==> src/rtl/tmr_vote_pkg.sv <==
// Shared definitions for the TMR voting boundary: replica indices, run-counter
// width and a bitwise majority helper for checker code.
package tmr_vote_pkg;

  localparam int REP_A     = 0;
  localparam int REP_B     = 1;
  localparam int REP_C     = 2;
  localparam int NUM_REP   = 3;
  localparam int RUN_CNT_W = 4;

  typedef logic [RUN_CNT_W-1:0] runCnt_t;

  function automatic logic majority3(input logic a, input logic b, input logic c);
    return (a & b) | (a & c) | (b & c);
  endfunction

endpackage

==> src/rtl/majority_voter.sv <==
// Combinational bitwise 2-of-3 voter; reports which replicas differ from the
// voted word so any TMR boundary stage can reuse it.
module majority_voter
  import tmr_vote_pkg::*;
#(
  parameter int WIDTH = 8
) (
  input  logic [WIDTH-1:0] inA,
  input  logic [WIDTH-1:0] inB,
  input  logic [WIDTH-1:0] inC,
  output logic [WIDTH-1:0] voted,
  output logic [2:0]       disagree
);

  // vote and per-replica disagreement
  always_comb begin
    voted             = (inA & inB) | (inA & inC) | (inB & inC);
    disagree          = 3'b000;
    disagree[REP_A]   = |(inA ^ voted);
    disagree[REP_B]   = |(inB ^ voted);
    disagree[REP_C]   = |(inC ^ voted);
  end

endmodule

==> src/rtl/tmr_vote_reg.sv <==
// Two-stage registered TMR voter with per-replica fault detection.
// Optional saturating error counter enabled by defining TMR_VOTE_ERRCNT_EN.
module tmr_vote_reg
  import tmr_vote_pkg::*;
#(
  parameter int WIDTH        = 8,
  parameter int FAULT_THRESH = 4,
  parameter int CNT_WIDTH    = 16
) (
  input  logic                 clk,
  input  logic                 rst,
  input  logic [WIDTH-1:0]     inA,
  input  logic [WIDTH-1:0]     inB,
  input  logic [WIDTH-1:0]     inC,
  input  logic                 valid_i,
  input  logic                 clear_i,
  output logic [WIDTH-1:0]     out_o,
  output logic                 valid_o,
  output logic                 err_o,
  output logic [2:0]           fault_o,
  output logic [CNT_WIDTH-1:0] err_count_o
);

  localparam runCnt_t THRESH = RUN_CNT_W'(FAULT_THRESH);

  logic [WIDTH-1:0] aR, bR, cR;
  logic             v1R;
  logic [WIDTH-1:0] votedS;
  logic [2:0]       disagreeS;
  runCnt_t          runCntR [NUM_REP];
  runCnt_t          runCntS [NUM_REP];
  logic [2:0]       faultHitS;

  // stage 1: capture replica words; data holds while no sample is offered
  always_ff @(posedge clk or posedge rst) begin
    if (rst) begin
      aR  <= '0;
      bR  <= '0;
      cR  <= '0;
      v1R <= 1'b0;
    end else if (valid_i) begin
      aR  <= inA;
      bR  <= inB;
      cR  <= inC;
      v1R <= 1'b1;
    end else begin
      v1R <= 1'b0;
    end
  end

  majority_voter #(.WIDTH(WIDTH)) uVoter (
    .inA      (aR),
    .inB      (bR),
    .inC      (cR),
    .voted    (votedS),
    .disagree (disagreeS)
  );

  // next run counts; clear suppresses both the increment and the fault hit
  always_comb begin
    for (int i = 0; i < NUM_REP; i++) begin
      runCntS[i]   = runCntR[i];
      faultHitS[i] = 1'b0;
      if (clear_i) begin
        runCntS[i] = '0;
      end else if (v1R) begin
        if (!disagreeS[i]) begin
          runCntS[i] = '0;
        end else if (runCntR[i] < THRESH) begin
          runCntS[i] = runCntR[i] + RUN_CNT_W'(1);
        end else begin
          runCntS[i] = runCntR[i];
        end
        faultHitS[i] = (runCntS[i] == THRESH);
      end else begin
        runCntS[i] = runCntR[i];
      end
    end
  end

  // stage 2: voted output, error pulse, run counters and sticky faults
  always_ff @(posedge clk or posedge rst) begin
    if (rst) begin
      out_o   <= '0;
      valid_o <= 1'b0;
      err_o   <= 1'b0;
      fault_o <= 3'b000;
      for (int i = 0; i < NUM_REP; i++) begin
        runCntR[i] <= '0;
      end
    end else begin
      valid_o <= v1R;
      err_o   <= v1R & (|disagreeS);
      if (v1R) begin
        out_o <= votedS;
      end else begin
        out_o <= out_o;
      end
      if (clear_i) begin
        fault_o <= 3'b000;
      end else begin
        fault_o <= fault_o | faultHitS;
      end
      for (int i = 0; i < NUM_REP; i++) begin
        runCntR[i] <= runCntS[i];
      end
    end
  end

`ifdef TMR_VOTE_ERRCNT_EN
  localparam logic [CNT_WIDTH-1:0] CNT_MAX = '1;
  logic [CNT_WIDTH-1:0] errCntR;

  // saturating count of erroneous samples
  always_ff @(posedge clk or posedge rst) begin
    if (rst) begin
      errCntR <= '0;
    end else if (clear_i) begin
      errCntR <= '0;
    end else if (v1R && (|disagreeS) && (errCntR != CNT_MAX)) begin
      errCntR <= errCntR + CNT_WIDTH'(1);
    end else begin
      errCntR <= errCntR;
    end
  end

  assign err_count_o = errCntR;
`else
  assign err_count_o = '0;
`endif

endmodule

==> config.mk <==
export PLATFORM = sky130hd
export DESIGN_NAME = tmr_vote_reg
export DESIGN_NICKNAME = d
export VERILOG_FILES = /design/src/rtl/tmr_vote_pkg.sv /design/src/rtl/majority_voter.sv /design/src/rtl/tmr_vote_reg.sv
export SDC_FILE = /design/constraint.sdc
export NUM_CORES = 1
export LEC_CHECK = 0
export CORE_MARGIN = 5
export CORE_UTILIZATION = 51
export DETAILED_ROUTE_END_ITERATION = 16
export PLACE_DENSITY = 0.81
export SKIP_LAST_GASP = 1
export SYNTH_ARGS = -nofsm -noshare
export SYNTH_HDL_FRONTEND = slang
export SYNTH_HIERARCHICAL = 1
export SYNTH_SLANG_ARGS = --single-unit
==> constraint.sdc <==
create_clock -name clk -period 2.3 [get_ports clk]
set_clock_uncertainty 0.15 [all_clocks]
set_input_delay 0.345 -clock clk [delete_from_list [all_inputs] [get_ports clk]]
set_output_delay 0.345 -clock clk [all_outputs]
set_load 0.01 [all_outputs]
=== Word-level counts from Yosys, hierarchy flattened ===
Cells that the tools add are included.
W data, S select, Z words.

* Bits in writable memories: 0
* Input bits: 28
* Output and inout port bits: 29
* Word-level logic and storage cells: 61
* Flip-flop bits (word level): 50
* Memories kept: 0
* Latch bits: 0
* ROM bits: 0

* $lt $le $gt $ge: 3
* Multipliers: 0
* Equality and inequality tests: 3
* Add/sub/neg operators: 3
* Shift operators: 0
* Reduce and logical (&&, ||, !) cells: 5
* Bitwise logic cells: 10
* Divide/modulo/power cells: 0
* Mux-type cells: 26

{| class="wikitable"
|+ Operator list
! operator !! number
|-
| $mux W4 || 18
|-
| $and A8 B8 Y8 || 3
|-
| $reduce_or A24 Y1 || 1
|-
| $reduce_or A8 Y1 || 3
|-
| $xor A8 B8 Y8 || 3
|-
| $or A8 B8 Y8 || 2
|-
| $add A4 B1 Y4 const B || 3
|-
| $eq A4 B3 Y1 const B || 3
|-
| $lt A4 B3 Y1 const B || 3
|-
| $mux W1 || 7
|-
| $mux W3 || 1
|-
| $or A3 B3 Y3 || 1
|-
| $reduce_bool A2 Y1 || 1
|-
| $and A1 B1 Y1 || 1
|}

=== Longest topological paths before layout ===
Gate-level depths: netlist of run 1.

* Depth in word-level cells: 13
* Mapped depth: 7
* Mapped depth without buffers: 7

=== Cells and area by module ===
Netlist of run 1, hierarchy kept.

{| class="wikitable"
|+ Modules (own cells, without submodules)
! module !! seq. area each (µm²) !! times used !! cells each !! area each (µm²)
|-
| tmr_vote_reg || 1251.2 || 1 || 176 || 2265.9
|-
| majority_voter || 0.0 || 1 || 82 || 499.2
|}

=== Least setup slack after synthesis of run 1 ===
No wires, ideal clock.

* Path type: flip-flop to flip-flop
* From: reg cR[0]
* To: reg runCntR[1] (netlist bit)
* Period minus slack after synthesis: 1904 ps
* Library setup time: 126 ps
* Required time: 2024 ps
* Buffers on the path: 0
* Arrival: 1628 ps
* Slack: 396 ps
* Stages on the path, launching flop included: 8
* Cell sequence: dfrtp_1 > or2b_1 > o2111ai_1 > a2111oi_2 > nand4_1 > and4bb_1 > o21ai_0 > a21oi_1

* Cells in the longest elaborated chain, start to end: 10
* Elaborated cells between the ends (all ways): 11
* Classes of those cells: mux (5); bitwise (5); reduce/logical (1)

{| class="wikitable"
|+ RTL lines
! element !! RTL line !! RTL
|-
| from (decl) || tmr_vote_reg.sv:26 || <nowiki>logic [WIDTH-1:0] aR, bR, cR;</nowiki>
|-
| from (signal assigned) || tmr_vote_reg.sv:44 || <nowiki>cR <= inC;</nowiki>
|-
| $and A8 B8 Y8 || majority_voter.sv:17 || <nowiki>voted = (inA & inB) | (inA & inC) | (inB & inC);</nowiki>
|-
| $or A8 B8 Y8 (2 in a row) || majority_voter.sv:17 ||
|-
| $xor A8 B8 Y8 * || majority_voter.sv:21 || <nowiki>disagree[REP_C] = |(inC ^ voted);</nowiki>
|-
| $reduce_or A8 Y1 * || majority_voter.sv:21 ||
|-
| net disagreeS[2] || tmr_vote_reg.sv:29 || <nowiki>logic [2:0] disagreeS;</nowiki>
|-
| $mux W4 * || tmr_vote_reg.sv:67 || <nowiki>if (!disagreeS[i]) begin</nowiki>
|-
| $mux W4 * || tmr_vote_reg.sv:66 || <nowiki>end else if (v1R) begin</nowiki>
|-
| $mux W4 * || tmr_vote_reg.sv:64 || <nowiki>if (clear_i) begin</nowiki>
|-
| $mux W4 * || tmr_vote_reg.sv:66 ||
|-
| $mux W4 * || tmr_vote_reg.sv:64 ||
|-
| to (signal, indexed assignment) || tmr_vote_reg.sv:105 || <nowiki>runCntR[i] <= runCntS[i];</nowiki>
|-
| to (decl) || tmr_vote_reg.sv:30 || <nowiki>runCnt_t runCntR [NUM_REP];</nowiki>
|}

The timed path passes the listed nets; every way through them passes the cells marked *. The select of a mux whose other input is x is not followed.
A chain may end at the register's enable or synchronous reset.

=== Final worst setup path of run 1 ===
* From: reg aR[3]
* To: reg runCntR[9] (netlist bit)

* Cells in the longest elaborated chain, start to end: 10
* Elaborated cells between the ends (all ways): 11
* Classes of those cells: mux (5); bitwise (5); reduce/logical (1)

{| class="wikitable"
|+ RTL lines
! element !! RTL line !! RTL
|-
| from (decl) || tmr_vote_reg.sv:26 ||
|-
| from (signal assigned) || tmr_vote_reg.sv:42 || <nowiki>aR <= inA;</nowiki>
|-
| $and A8 B8 Y8 || majority_voter.sv:17 ||
|-
| $or A8 B8 Y8 (2 in a row) || majority_voter.sv:17 ||
|-
| $xor A8 B8 Y8 * || majority_voter.sv:19 || <nowiki>disagree[REP_A] = |(inA ^ voted);</nowiki>
|-
| $reduce_or A8 Y1 * || majority_voter.sv:19 ||
|-
| net disagreeS[0] || tmr_vote_reg.sv:29 ||
|-
| $mux W4 * || tmr_vote_reg.sv:67 ||
|-
| $mux W4 * || tmr_vote_reg.sv:66 ||
|-
| $mux W4 * || tmr_vote_reg.sv:64 ||
|-
| $mux W4 * || tmr_vote_reg.sv:66 ||
|-
| $mux W4 * || tmr_vote_reg.sv:64 ||
|}

Marked as above.

==> flow_summary.rst, run 1 <==
.. list-table::
   :header-rows: 1

   * - Metric
     - Value
   * - Hold violation count in the final report
     - 0
   * - Hold-fix buffers, CTS
     - 0
   * - Transition time at the pin with the least slew margin
     - 505 ps
   * - Final critical delay including setup and external delays
     - 2170 ps
   * - Kind of start point of the critical path
     - register
   * - Global router's overall resource usage
     - 15.9%
   * - Final Max Slew Viols
     - 0
   * - YS warnings
     - 6
   * - Complex-gate fraction of the synthesized area
     - 13.8%
   * - Post-CTS clock slew at the launch and capture registers of the worst setup and hold paths
     - 90 ps
   * - Largest buffer count on any clock path
     - 2
   * - Die Footprint
     - 6990 sq um
   * - Synth Area in Adders
     - 1.36%
   * - Dominant synthesized flop cell
     - dfrtp_1
   * - Dominant combinational cell family by area after synthesis
     - simple AND/OR/NAND/NOR gates
   * - Final ANT Viol Nets
     - 0
   * - Router iterations before antenna repair
     - 4
   * - Number of antenna violations at the first check in global routing
     - 0
   * - Worst stage delay on the critical path
     - 460 ps
   * - # Max-Cap Violations
     - 0
   * - Number of sinks handled by clock tree synthesis
     - 50
   * - CTS H-Tree Depth
     - 2
   * - Area of the placeable core
     - 5170 sq um
   * - Ant. Diodes
     - 0
   * - DR vias
     - 1,998
   * - Cell chain of the critical path
     - or3b_2, nand4_1, nor4_1, nand4_1, and4bb_1, o21ai_0, a21oi_1
   * - P_leak
     - 1.47 nW
   * - Path class of the lowest-slack min-delay path
     - input port to asynchronous set/reset pin
   * - Number of global-route vias before repair
     - 1,973
   * - Worst rel slew slack
     - 66.3%
   * - Post-layout net count
     - 333
   * - Global-route wire length before repair
     - 9.13 mm
   * - Overall power
     - 2.13 mW
   * - Top-level I/O count
     - 57
   * - Required time at the worst-slack endpoint
     - 2330 ps
   * - DRC violation total after the first TritonRoute iteration
     - 121
   * - Number of gates resized after CTS
     - 0
   * - Count of endpoints failing setup in the final report
     - 0
   * - CP Data Arrival Time
     - 2200 ps
   * - Port bufs
     - 40
   * - Number of core rows
     - 26
   * - Synthesized-area fraction occupied by and/or/nand/nor cells
     - 17.6%
   * - Total of flip-flops plus latches after synthesis
     - 50
   * - Synth async-reset ratio
     - 100%
   * - RSZ-0062 raised after global routing
     - no
   * - Gate count of the mapped netlist
     - 258
   * - Mux cell area share after synthesis
     - 14.1%
   * - Final worst path period share
     - 94.3%
   * - Count of cells along the worst register-to-register path
     - 7
   * - Last weighted congestion value of the routability-driven placer
     - 0.777
   * - Initial cell density of the core
     - 53.5%
   * - Worst skew pair latency
     - 300 ps
   * - Horizontal die dimension
     - 83.6 um
   * - Mean routed wirelength per cell
     - 14.6 um
   * - Count of flip-flops with a built-in enable after synthesis
     - 0
   * - Total negative slack for setup checks
     - 0 ps
   * - Synthesized area per cell
     - 10.7 sq um
   * - DR vias/cell
     - 5.36
   * - Peak supply drop
     - 0.351 mV
   * - Ratio of total power to cell area
     - 648 nW/um^2
   * - Final-layout worst hold slack
     - 237 ps
   * - DRC viols
     - 0
   * - CTS Buf Count
     - 5
   * - Root buffer cell
     - clkbuf_8
   * - TritonCTS clock tree
     - done
   * - XOR/XNOR Fraction of Synth Area
     - 0%
   * - Layout-stage area growth over the synthesis result
     - 18.7%
   * - Worst path slowest cell
     - dfrtp_1
   * - Fraction of final layout cells with drive strength greater than 1
     - 17.2%
   * - Post-synth cell types
     - 43
   * - Sequential element share of the synthesized area
     - 45.2%
   * - Syn Std Cell Area
     - 2770 sq um
   * - Pin count of the biggest net entering global routing
     - 29
   * - Setup CP Type
     - register to register
   * - Crit Path Max Fanout
     - 8
   * - Cell mode on critical path
     - nand4_1
   * - Residual overflow from global routing
     - 0
   * - Total detailed-routing wirelength
     - 5.46 mm
   * - Critical Path Sink Type
     - register
   * - Die Y
     - 83.6 um
   * - Final HPWL from detailed placement
     - 4.02 mm
   * - Peak Freq
     - 0.461 GHz
   * - Run status
     - finished, final reports clean
==> per-stage QoR <==
step / std cells / area [sq um] / worst slack (ps) / util, %
final: 373 / 3280 / 131 / 63.5
after global routing: 373 / 3280 / 3.37 / 63.5
after CTS: 372 / 3280 / 136 / 63.3
after detailed placement: 364 / 3170 / 164 / 61.3
after global placement: 364 / 3170 / 225 / 61.3
after floorplan: 273 / 2820 / 396 / -
==> cells by family (layout without fill, tap and decap cells) <==
| family | after synthesis | in the layout |
|---|---|---|
| flip-flops | 50 | 50 |
| AND/OR/NAND/NOR | 80 | 80 |
| buffers and inverters | 31 | 61 |
| other | 1 | 16 |
| AO/OA/AOI/OAI | 58 | 58 |
| multiplexers | 35 | 35 |
| adder cells (fa/ha/maj) | 3 | 3 |
==> area by class of cell <==
type,instances,area [sq um]
Fill cell,423,1890
Multi-Input combinational cell,192,1360
Sequential cell,50,1250
Timing Repair Buffer,45,450
Tap cell,70,87.6
Clock buffer,7,76.3
Clock inverter,1,30.0
Inverter,8,30.0
==> routing by layer <==
| layer | share of wire (%) | GRT usage, % |
|---|---|---|
| met1 | 44 | 19.6 |
| met2 | 50 | 27.9 |
| met3 | 4.9 | 3.75 |
| met4 | 1.0 | 3.95 |
| met5 | 0 | 0 |
==> placed cells by master (no fill, tap or decap), types with 4 or more instances in the layout <==
cell type         n
nand2b_1         12
clkbuf_8          5
nor3_1            6
clkdlybuf4s50_1  40
nand2_1          12
o21a_1           10
o21ai_0          14
conb_1           16
a21oi_1          16
inv_1             6
dfrtp_1          50
mux2_2           32
buf_4             4
nand3b_1          4
nor2_1           17
==> critical path: cells and delay by family (launching register included) <==
kind / cells / cell delay, ps
simple gates: 5 / 1220
flops: 1 / 460
compound gates: 2 / 220
==> Yosys cell counts (4+ instances only) <==
cell type | instances | area (sq um)
a21oi_1 | 16 | 80.1
buf_4 | 17 | 128
buf_6 | 4 | 45.0
dfrtp_1 | 50 | 1250
inv_1 | 7 | 26.3
mux2_2 | 32 | 360
nand2_1 | 12 | 45.0
nand2b_1 | 12 | 75.1
nand3b_1 | 4 | 30.0
nor2_1 | 17 | 63.8
nor3_1 | 6 | 30.0
o21a_1 | 10 | 75.1
o21ai_0 | 14 | 70.1
==> worst paths after layout <==
check | start | endpoint | slack (ps)
setup reg to reg | aR[3] | runCntR[9] | 130
hold reg to reg | v1R | valid_o | 260
hold / removal | rst | out_o[2] | 240
setup / recovery | aR[3] | runCntR[9] | 130
max in group asynchronous | rst | fault_o[0] | 1240
min in group clk | v1R | valid_o | 260
==> power by group <==
part	total [mW]	switching, mW	leakage (nW)	internal (mW)
combinational	0.466	0.205	0.801	0.261
sequential	1.06	0.0940	0.615	0.962
clock	0.604	0.279	0.0524	0.326
==> registers in the layout, summed over array words and instances (netlist names) <==
| signal | flops |
|---|---|
| fault_o | 3 |
| aR | 8 |
| err_o | 1 |
| cR | 8 |
| valid_o | 1 |
| out_o | 8 |
| bR | 8 |
| runCntR | 12 |
| v1R | 1 |
==> what timing repair did <==
item | 4_1_cts | 5_1_grt
buffers inserted | 0 | 1
endpoints found under the hold margin | 0 | 0
endpoints found under the setup margin | 0 | 2
No activity file was read; power rests on OpenSTA's default activity.
==> run 2, diff against run 1 <==
--- a/config.mk
+++ b/config.mk
@@ -8,7 +8,7 @@
 export CORE_MARGIN = 5
 export CORE_UTILIZATION = 51
 export DETAILED_ROUTE_END_ITERATION = 16
-export PLACE_DENSITY = 0.81
+export PLACE_DENSITY = 0.8
 export SKIP_LAST_GASP = 1
 export SYNTH_ARGS = -nofsm -noshare
 export SYNTH_HDL_FRONTEND = slang
==> flow_summary.rst, run 2 (synthesis results as in run 1) <==
.. list-table::
   :header-rows: 1

   * - Metric
     - Value
   * - Run status
     - finished, final reports clean
   * - Post-layout net count
     - 335
   * - Global router's overall resource usage
     - 16.0%
   * - Worst skew pair latency
     - 300 ps
   * - Area post-placement
     - 3190 sq um
   * - Total detailed-routing wirelength
     - 5.24 mm
   * - Port bufs
     - 40
   * - Die Footprint
     - 6990 sq um
   * - Initial cell density of the core
     - 53.5%
   * - Cell chain of the critical path
     - a21oi_1, o22ai_1, a221oi_1, nand2_2, and4bb_1, o21ai_0, a21oi_1
   * - Residual overflow from global routing
     - 0
   * - Largest register FFs
     - 12
   * - Number of antenna violations at the first check in global routing
     - 0
   * - Largest buffer count on any clock path
     - 2
   * - Top reg by flops
     - runCntR
   * - Final Max Slew Viols
     - 0
   * - Area of the placeable core
     - 5170 sq um
   * - Global-route wire length before repair
     - 9.21 mm
   * - Cell area after layout
     - 3290 sq um
   * - P_leak
     - 1.47 nW
   * - Transition time at the pin with the least slew margin
     - 514 ps
   * - Crit Path Max Fanout
     - 7
   * - Number of core rows
     - 26
   * - Ratio of total power to cell area
     - 621 nW/um^2
   * - Total negative slack for setup checks
     - 0 ps
   * - Buffers inserted by post-CTS timing repair
     - 0
   * - Worst path slowest cell
     - dfrtp_1
   * - Peak Freq
     - 0.473 GHz
   * - Root buffer cell
     - clkbuf_8
   * - Path class of the lowest-slack min-delay path
     - input port to asynchronous set/reset pin
   * - Total placed cells including tap cells
     - 367
   * - RSZ-0062 raised after global routing
     - no
   * - Peak supply drop
     - 0.514 mV
   * - Worst rel slew slack
     - 65.7%
   * - Critical Path Sink Type
     - register
   * - Number of global-route vias before repair
     - 1,968
   * - Last weighted congestion value of the routability-driven placer
     - 0.837
   * - Worst stage delay on the critical path
     - 450 ps
   * - Kind of start point of the critical path
     - register
   * - CP Data Arrival Time
     - 2150 ps
   * - Cell mode on critical path
     - a21oi_1
   * - Number of sinks handled by clock tree synthesis
     - 50
   * - DR vias
     - 2,013
   * - DRC violation total after the first TritonRoute iteration
     - 69
   * - Count of endpoints failing setup in the final report
     - 0
   * - Final ANT Viol Nets
     - 0
   * - Pin count of the biggest net entering global routing
     - 26
   * - Fraction of final layout cells with drive strength greater than 1
     - 18.4%
   * - DR vias/cell
     - 5.37
   * - Required time at the worst-slack endpoint
     - 2330 ps
   * - Setup CP Type
     - register to register
   * - Most common library cell in the layout ignoring fill and taps
     - dfrtp_1
   * - CTS H-Tree Depth
     - 2
   * - CTS Buf Count
     - 5
   * - Top-level I/O count
     - 57
   * - DRC viols
     - 0
   * - Final HPWL from detailed placement
     - 4.04 mm
   * - Post-CTS clock slew at the launch and capture registers of the worst setup and hold paths
     - 90 ps
   * - Layout-stage area growth over the synthesis result
     - 18.8%
   * - Horizontal die dimension
     - 83.6 um
   * - # Max-Cap Violations
     - 0
   * - Overall power
     - 2.04 mW
   * - Commonest cells after routing, fill and taps aside
     - 50 x dfrtp_1, 40 x clkdlybuf4s50_1, 32 x mux2_2
   * - Mean routed wirelength per cell
     - 14.0 um
   * - Ant. Diodes
     - 0
   * - Hold violation count in the final report
     - 0
   * - TritonCTS clock tree
     - done
   * - Final worst path period share
     - 91.9%
   * - Die Y
     - 83.6 um
   * - Final critical delay including setup and external delays
     - 2110 ps
   * - Non-filler cells, final
     - 375
   * - Router iterations before antenna repair
     - 4
[run 2: cell count changes in the layout (fill, tap and decap cells not counted), sizes merged]
cell	previous run	this run
clkinv	0	1
buf	5	7
bufinv	1	0
[run 2: layer usage]
layer	up-vias	GRT usage (%)	routed length (um)	part of all wire [%]
met1	974	21.0	2320	44
met2	43	26.8	2590	49
met3	7	2.96	266	5.1
li1	989	-	-	-
met5	-	0	0	0
met4	0	5.12	68	1.3
[run 2: timing repair]
action / 4_1_cts / 5_1_grt
hold buffers: 0 / 0
endpoints found under the setup margin: 0 / 1
gates resized for setup: 0 / 1
[run 2: final timing paths]
path,startpoint,endpoint,slack (ps),cells past startpoint
worst max-delay path,aR[0],runCntR[5],190,7
worst min-delay path,rst,aR[7],240,2
worst max register to register,aR[0],runCntR[5],190,7
worst min register to register,fault_o[1],fault_o[1],340,1
max in group asynchronous,rst,fault_o[0],1230,3
min in group clk,fault_o[1],fault_o[1],340,1
[run 2: area by class of cell]
| cell class | count | area, sq um |
|---|---|---|
| Fill cell | 427 | 1890 |
| Multi-Input combinational cell | 192 | 1360 |
| Sequential cell | 50 | 1250 |
| Timing Repair Buffer | 47 | 465 |
| Tap cell | 70 | 87.6 |
| Clock buffer | 7 | 86.3 |
| Inverter | 8 | 30.0 |
| Clock inverter | 1 | 5.00 |
[run 2: critical path: cells and delay by family, from the launching register on]
family / cells / cell delay (ps)
DFF: 1 / 450
AOI/OAI and AO/OA: 5 / 990
and+or+nand+nor: 2 / 420
[run 2: power breakdown]
group	switching, mW	internal, mW
logic	0.205	0.261
clock network	0.275	0.243
registers	0.0925	0.962
total	0.573	1.47
[run 2: through the flow]
step / hold slack, ps / setup slack (ps) / util [%]
after floorplan: 224 / 396 / -
after global placement: 331 / 257 / 61.7
after detailed placement: 329 / 214 / 61.7
after CTS: 254 / 196 / 63.5
after global routing: 272 / 43.5 / 63.5
final: 240 / 187 / 63.5
==> run 3, diff against run 2 <==
--- a/config.mk
+++ b/config.mk
@@ -9,6 +9,7 @@
 export CORE_UTILIZATION = 51
 export DETAILED_ROUTE_END_ITERATION = 16
 export PLACE_DENSITY = 0.8
+export SKIP_CTS_REPAIR_TIMING = 1
 export SKIP_LAST_GASP = 1
 export SYNTH_ARGS = -nofsm -noshare
 export SYNTH_HDL_FRONTEND = slang
==> results of run 3 <==
The final DEF is identical to that of run 2; final timing and power are the same.
